===== src/rtl/countdown_pkg.sv =====
// countdown_pkg
//   Shared definitions for the M:SS countdown controller: the controller
//   state encoding and its width. The encoding is visible on the `state`
//   output, so the numeric values are fixed.
package countdown_pkg;

  localparam int STATE_W = 2;

  typedef enum logic [STATE_W-1:0] {
    IDLE    = 2'd0,
    RUNNING = 2'd1,
    PAUSED  = 2'd2,
    EXPIRED = 2'd3
  } state_t;

endpackage : countdown_pkg


===== src/rtl/button_sync_edge.sv =====
// button_sync_edge
//   Brings an asynchronous, pre-debounced button into the clock domain and
//   turns each rising edge into a single-cycle pulse. Holding the button
//   high produces one pulse only; it must fall and rise again for another.
//   Latency from the input edge to pulse_out is SYNC_STAGES+1 cycles.
// Ports:
//   clk       in  clock
//   reset     in  asynchronous active-high reset
//   async_in  in  raw button level
//   pulse_out out registered one-cycle pulse per rising edge
module button_sync_edge #(
  parameter int SYNC_STAGES = 2
) (
  input  logic clk,
  input  logic reset,
  input  logic async_in,
  output logic pulse_out
);

  logic [SYNC_STAGES-1:0] sync_q, sync_d;
  logic                   prev_q, prev_d;
  logic                   pulse_q, pulse_d;

  always_comb begin
    sync_d    = sync_q << 1;
    sync_d[0] = async_in;
    prev_d    = sync_q[SYNC_STAGES-1];
    pulse_d   = sync_q[SYNC_STAGES-1] & ~prev_q;
  end

  always_ff @(posedge clk or posedge reset) begin
    if (reset) begin
      sync_q  <= '0;
      prev_q  <= 1'b0;
      pulse_q <= 1'b0;
    end else begin
      sync_q  <= sync_d;
      prev_q  <= prev_d;
      pulse_q <= pulse_d;
    end
  end

  assign pulse_out = pulse_q;

endmodule : button_sync_edge


===== src/rtl/countdown_controller.sv =====
// countdown_controller
//   Start/pause/expire sequencer for the M:SS countdown datapath. Converts the
//   start/pause and clear buttons into load, tick and clear commands, owns the
//   1 Hz prescaler and raises the alarm on expiry.
//   All command outputs are registered single-cycle pulses with no handshake:
//   the datapath must act on every cycle in which a pulse is high.
// Ports:
//   clk_100MHz    in   sole clock
//   reset         in   asynchronous active-high reset
//   btn_start     in   raw start/pause button
//   btn_clear     in   raw clear button
//   start_minutes in   [1:0] minutes to load on start
//   all_zero      in   datapath count is 0:00
//   dp_load       out  load pulse, datapath loads load_value:00
//   load_value    out  [1:0] minutes captured at start
//   dp_tick       out  one-second decrement strobe
//   dp_clear      out  clear pulse, datapath forced to 0:00
//   alarm         out  high throughout EXPIRED
//   state         out  [1:0] current FSM state (IDLE/RUNNING/PAUSED/EXPIRED)
module countdown_controller
  import countdown_pkg::*;
#(
  parameter int TICK_DIV      = 100_000_000,
  parameter int SYNC_STAGES   = 2,
  parameter int ALARM_SECONDS = 10
) (
  input  logic               clk_100MHz,
  input  logic               reset,
  input  logic               btn_start,
  input  logic               btn_clear,
  input  logic [1:0]         start_minutes,
  input  logic               all_zero,
  output logic               dp_load,
  output logic [1:0]         load_value,
  output logic               dp_tick,
  output logic               dp_clear,
  output logic               alarm,
  output logic [STATE_W-1:0] state
);

  localparam int PRESC_W = (TICK_DIV > 1) ? $clog2(TICK_DIV) : 1;
  localparam int ALARM_W = $clog2(ALARM_SECONDS + 1);

  logic start_p, clear_p;

  button_sync_edge #(.SYNC_STAGES(SYNC_STAGES)) u_sync_start (
    .clk       (clk_100MHz),
    .reset     (reset),
    .async_in  (btn_start),
    .pulse_out (start_p)
  );

  button_sync_edge #(.SYNC_STAGES(SYNC_STAGES)) u_sync_clear (
    .clk       (clk_100MHz),
    .reset     (reset),
    .async_in  (btn_clear),
    .pulse_out (clear_p)
  );

  state_t               state_q, state_d;
  logic [PRESC_W-1:0]   presc_q, presc_d;
  logic [ALARM_W-1:0]   alarm_cnt_q, alarm_cnt_d;
  logic [1:0]           load_value_q, load_value_d;
  logic                 dp_load_q, dp_load_d;
  logic                 dp_tick_q, dp_tick_d;
  logic                 dp_clear_q, dp_clear_d;
  logic                 alarm_q, alarm_d;

  logic                 presc_wrap;
  logic [PRESC_W-1:0]   presc_inc;
  logic [ALARM_W-1:0]   alarm_cnt_inc;

  assign presc_wrap    = (presc_q == PRESC_W'(TICK_DIV - 1));
  assign presc_inc     = presc_q + 1'b1;
  assign alarm_cnt_inc = alarm_cnt_q + 1'b1;

  always_comb begin
    state_d      = state_q;
    presc_d      = presc_q;
    alarm_cnt_d  = alarm_cnt_q;
    load_value_d = load_value_q;
    dp_load_d    = 1'b0;
    dp_tick_d    = 1'b0;
    dp_clear_d   = 1'b0;

    unique case (state_q)
      IDLE: begin
        presc_d = '0;
        if (clear_p) begin
          dp_clear_d = 1'b1;
        end else if (start_p && (start_minutes != 2'd0)) begin
          state_d      = RUNNING;
          dp_load_d    = 1'b1;
          load_value_d = start_minutes;
        end
      end

      RUNNING: begin
        if (clear_p) begin
          state_d    = IDLE;
          dp_clear_d = 1'b1;
          presc_d    = '0;
        end else if (all_zero) begin
          state_d     = EXPIRED;
          presc_d     = '0;
          alarm_cnt_d = '0;
        end else if (start_p) begin
          // The pausing cycle still counts as a running cycle, but a wrap
          // falling on it is held back so the tick is issued after resume
          // rather than lost.
          state_d = PAUSED;
          presc_d = presc_wrap ? presc_q : presc_inc;
        end else if (presc_wrap) begin
          presc_d   = '0;
          dp_tick_d = 1'b1;
        end else begin
          presc_d = presc_inc;
        end
      end

      PAUSED: begin
        if (clear_p) begin
          state_d    = IDLE;
          dp_clear_d = 1'b1;
          presc_d    = '0;
        end else if (start_p) begin
          state_d = RUNNING;
        end
      end

      EXPIRED: begin
        if (clear_p) begin
          state_d    = IDLE;
          dp_clear_d = 1'b1;
          presc_d    = '0;
        end else if (start_p) begin
          state_d = IDLE;
          presc_d = '0;
        end else if (presc_wrap) begin
          presc_d     = '0;
          alarm_cnt_d = alarm_cnt_inc;
          if (alarm_cnt_inc == ALARM_W'(ALARM_SECONDS)) state_d = IDLE;
        end else begin
          presc_d = presc_inc;
        end
      end
    endcase

    alarm_d = (state_d == EXPIRED);
  end

  always_ff @(posedge clk_100MHz or posedge reset) begin
    if (reset) begin
      state_q      <= IDLE;
      presc_q      <= '0;
      alarm_cnt_q  <= '0;
      load_value_q <= 2'd0;
      dp_load_q    <= 1'b0;
      dp_tick_q    <= 1'b0;
      dp_clear_q   <= 1'b0;
      alarm_q      <= 1'b0;
    end else begin
      state_q      <= state_d;
      presc_q      <= presc_d;
      alarm_cnt_q  <= alarm_cnt_d;
      load_value_q <= load_value_d;
      dp_load_q    <= dp_load_d;
      dp_tick_q    <= dp_tick_d;
      dp_clear_q   <= dp_clear_d;
      alarm_q      <= alarm_d;
    end
  end

  assign dp_load    = dp_load_q;
  assign load_value = load_value_q;
  assign dp_tick    = dp_tick_q;
  assign dp_clear   = dp_clear_q;
  assign alarm      = alarm_q;
  assign state      = state_q;

endmodule : countdown_controller


===== config.mk =====
export PLATFORM = sky130hd
export DESIGN_NAME = countdown_controller
export DESIGN_NICKNAME = d
export VERILOG_FILES = /design/src/rtl/countdown_pkg.sv /design/src/rtl/button_sync_edge.sv /design/src/rtl/countdown_controller.sv
export SDC_FILE = /design/constraint.sdc
export NUM_CORES = 1
export LEC_CHECK = 0
export CAP_MARGIN = 20
export CORE_ASPECT_RATIO = 1.5
export CORE_MARGIN = 10
export CORE_UTILIZATION = 25
export CTS_CLUSTER_SIZE = 10
export DETAILED_ROUTE_END_ITERATION = 7
export GPL_TIMING_DRIVEN = 0
export SLEW_MARGIN = 20
export SYNTH_ARGS = -nofsm -noshare
export SYNTH_HDL_FRONTEND = slang
export SYNTH_HIERARCHICAL = 1
export SYNTH_SLANG_ARGS = --single-unit
export TNS_END_PERCENT = 30

===== constraint.sdc =====
create_clock -name clk_100MHz -period 1.75 [get_ports clk_100MHz]
set_clock_uncertainty 0.1 [all_clocks]
set_input_delay 0.4375 -clock clk_100MHz [delete_from_list [all_inputs] [get_ports clk_100MHz]]
set_output_delay 0.4375 -clock clk_100MHz [all_outputs]
set_load 0.005 [all_outputs]

==> summary.txt <==
Setup path
  • Worst r2r src: presc_q[16]$_DFFE_PP0P_
  • CP required: 1.86 ns
  • Reg2reg end: presc_q[18]$_DFFE_PP0P_
  • R2R setup slack: -0.25 ns
  • Setup crit end kind: flip-flop
  • End of the critical path: presc_q[18]$_DFFE_PP0P_
  • Critical path class: flip-flop to flip-flop
  • Worst EP arrival: 2.12 ns
  • Crit start category: flip-flop
  • Reg2reg path depth: 7
  • Worst Setup SP: presc_q[16]$_DFFE_PP0P_
  • Largest fanout on the critical path: 9

Timing
  • Final hold violations: 0
  • FMAX: 499 MHz
  • Fin worst setup slack: -0.255 ns
  • Tcrit/Tclk final: 115%
  • RSZ-0062 raised after global routing: yes
  • Worst slew margin: 67.0%
  • Tmin final: 2.00 ns
  • Pins Over Slew Limit: 0
  • Final setup fails: 34
  • Slew of the pin with the lowest slew margin: 0.488 ns

Synthesis
  • Flops & latches, synth: 47
  • Post-Syn Instances: 279
  • Number of synthesized flops with an enable pin: 0
  • Post-synth ARST share: 100%
  • Netlist Area Pre-Place: 0.00265 mm²
  • Ys flop type: dfrtp_1
  • Post-Syn Area per Cell: 9.49 µm²
  • Post-Synthesis Net Count: 289
  • Synth unique cells: 53
  • Ys Warns: 6
  • Seq/Total Area, Yosys: 44.4%

Placed design
  • Detailed placer's ending HPWL: 5.16 mm
  • Placed cells: 438
  • Place WS: -0.784 ns
  • IO Port Bufs: 14
  • RD Place Congestion: 0.863

Cells and area
  • Ant. Diodes: 0
  • Non-Filler Instances: 473
  • Most frequent cells in the layout: dfrtp_1, buf_4, nand2_1, a31oi_1, nor2_1
  • Area Growth Syn to Fin: 38.1%
  • Nets: 338
  • Commonest non-fill, non-tap cell in the layout: dfrtp_1
  • Fill cell total of the finished layout: 1103
  • Fraction of layout cells with a size suffix above 1: 30.1%

Clock network
  • CTS tree: yes
  • CTS Hold Bufs: 0
  • Clk_lat worst skew: 0.29 ns
  • Clock slew at reported path FFs: 0.07 ns
  • CTS max path bufs: 2
  • Clk sinks: 47
  • Htree depth: 2
  • CTS root buf: clkbuf_16
  • CTS buffer count: 5

Global route
  • First-pass GRT wire length: 12.3 mm
  • Total GRT Usage: 9.70%
  • GRT Residual Overflow: 0
  • Antenna violations before repair: 0
  • Maximum number of pins on one net before global-route repair: 30
  • Vias in the first global route: 2414

Power
  • PwrDens: 1000 mW/mm²
  • Peak supply drop: 0.000783 V
  • Leakage: 1.48 nW

Die
  • Site row count: 46
  • Chip width: 104 µm
  • Die area: 0.0152 mm²
  • Ports: 15
  • DIE HEIGHT: 146 µm
  • Starting density of the core: 25.3%
  • Core Box Area: 0.0105 mm²

Routing
  • Initial DRC count: 230
  • Detailed Routing Iterations Pass 1: 5
  • Post-route ant nets: 0
  • Total wire length: 7.79 mm
  • Drt drc: 0
  • Vias per inst: 5.16
  • Via Count: 2440
  • Routed wire per std cell: 16.5 µm

Hold path
  • Hold WC Path Type: flip-flop to flip-flop

Run status
  • Status: complete, but fails checks
  • Violations in the final reports: setup timing

Job
  • Max Cap Violations: 0
## report_power, final
group | internal, W | switching [W] | total, W | leakage (nW)
clock network | 0.000682 | 0.000441 | 0.00112 | 0.0844
registers | 0.00120 | 0.000129 | 0.00133 | 0.611
logic | 0.000518 | 0.000688 | 0.00121 | 0.781
total | 0.00240 | 0.00126 | 0.00366 | 1.48
## per-stage QoR
step	util, %	instance area, µm²	hold WS (ns)	total power (W)	TNS [ns]
detailed placement	29.0	3040	0.238	0.00237	-16.55
CTS	33.2	3480	0.254	0.00363	-10.13
floorplan	-	2700	0.104	0.00198	-0.0369
global placement	28.8	3020	0.234	0.00234	-42.76
finish	34.9	3660	0.251	0.00366	-6.91
global route	34.9	3660	0.265	0.00386	-9.50
## worst max-delay path, stage by stage (launching register included)
cell	delay (ns)
dfrtp_1	0.37
buf_6	0.13
nor4bb_2	0.17
and4_4	0.18
and4_4	0.21
buf_4	0.16
or4b_1	0.47
a21oi_1	0.14
## cells by family (layout without fill, tap and decap cells)
| group | Yosys count | count (layout) | share of synthesized area, % |
|---|---|---|---|
| and+or+nand+nor | 136 | 137 | 31.8 |
| AOI/OAI and AO/OA | 57 | 57 | 14.9 |
| DFF | 47 | 47 | 44.4 |
| buffers and inverters | 26 | 75 | 4.02 |
| xor gates and xnor gates | 6 | 6 | 1.98 |
| muxes | 4 | 4 | 1.51 |
| adders and majority gates | 3 | 3 | 1.42 |
## routing by layer
layer	share of wire, %	vias up	global-route usage (%)
met5	0	-	0
met4	3.6	0	4.89
met3	3.5	28	1.81
met2	53	60	17.8
met1	40	1198	10.3
li1	-	1154	-
## cells in the mapped netlist (all sizes together) (8+ instances only)
cell type	number	area (µm²)
a31oi	16	100
and4	9	80.1
dfrtp	47	1180
inv	14	52.6
nand2	22	82.6
nand3	19	105
nand4	10	77.6
nor2	17	66.3
nor2b	8	65.1
nor3	8	45.0
o21ai	10	50.1
## state kept, by name (all words and copies together), names as in the netlist, 2 cells and up
signal               count
presc_q                 27
alarm_cnt_q              4
load_value               2
u_sync_clear/sync_q      2
state                    2
u_sync_start/sync_q      2
## worst min-delay path by stage
stage / start / endpoint / cells after the start
after CTS: u_sync_start/sync_q[0]$_DFF_PP0_ / u_sync_start/sync_q[1]$_DFF_PP0_ / 0
after global routing: u_sync_clear/sync_q[0]$_DFF_PP0_ / u_sync_clear/sync_q[1]$_DFF_PP0_ / 0
after detailed placement: u_sync_start/sync_q[0]$_DFF_PP0_ / u_sync_start/sync_q[1]$_DFF_PP0_ / 0
after floorplan: reset / u_sync_clear/prev_q$_DFF_PP0_ / 1
final: u_sync_start/sync_q[0]$_DFF_PP0_ / u_sync_start/sync_q[1]$_DFF_PP0_ / 0
after global placement: u_sync_start/sync_q[0]$_DFF_PP0_ / u_sync_start/sync_q[1]$_DFF_PP0_ / 0
## area by class of cell
type / count / area, µm² / area share [%]
Tap cell: 144 / 180 / 4.93
Sequential cell: 47 / 1190 / 32.4
Clock buffer: 5 / 125 / 3.42
Timing Repair Buffer: 41 / 384 / 10.5
Buffer: 12 / 111 / 3.04
Multi-Input combinational cell: 207 / 1570 / 42.9
Inverter: 14 / 52.6 / 1.44
Clock inverter: 3 / 47.5 / 1.30
## timing repair
| item | 4_1_cts | 5_1_grt |
|---|---|---|
| setup buffers | 10 | 15 |
| pin swaps | 17 | 11 |
| gates resized for setup | 36 | 23 |
| gates cloned | 2 | 0 |
| setup endpoints to repair | 35 | 37 |
Power figures use the tool's default switching activity.
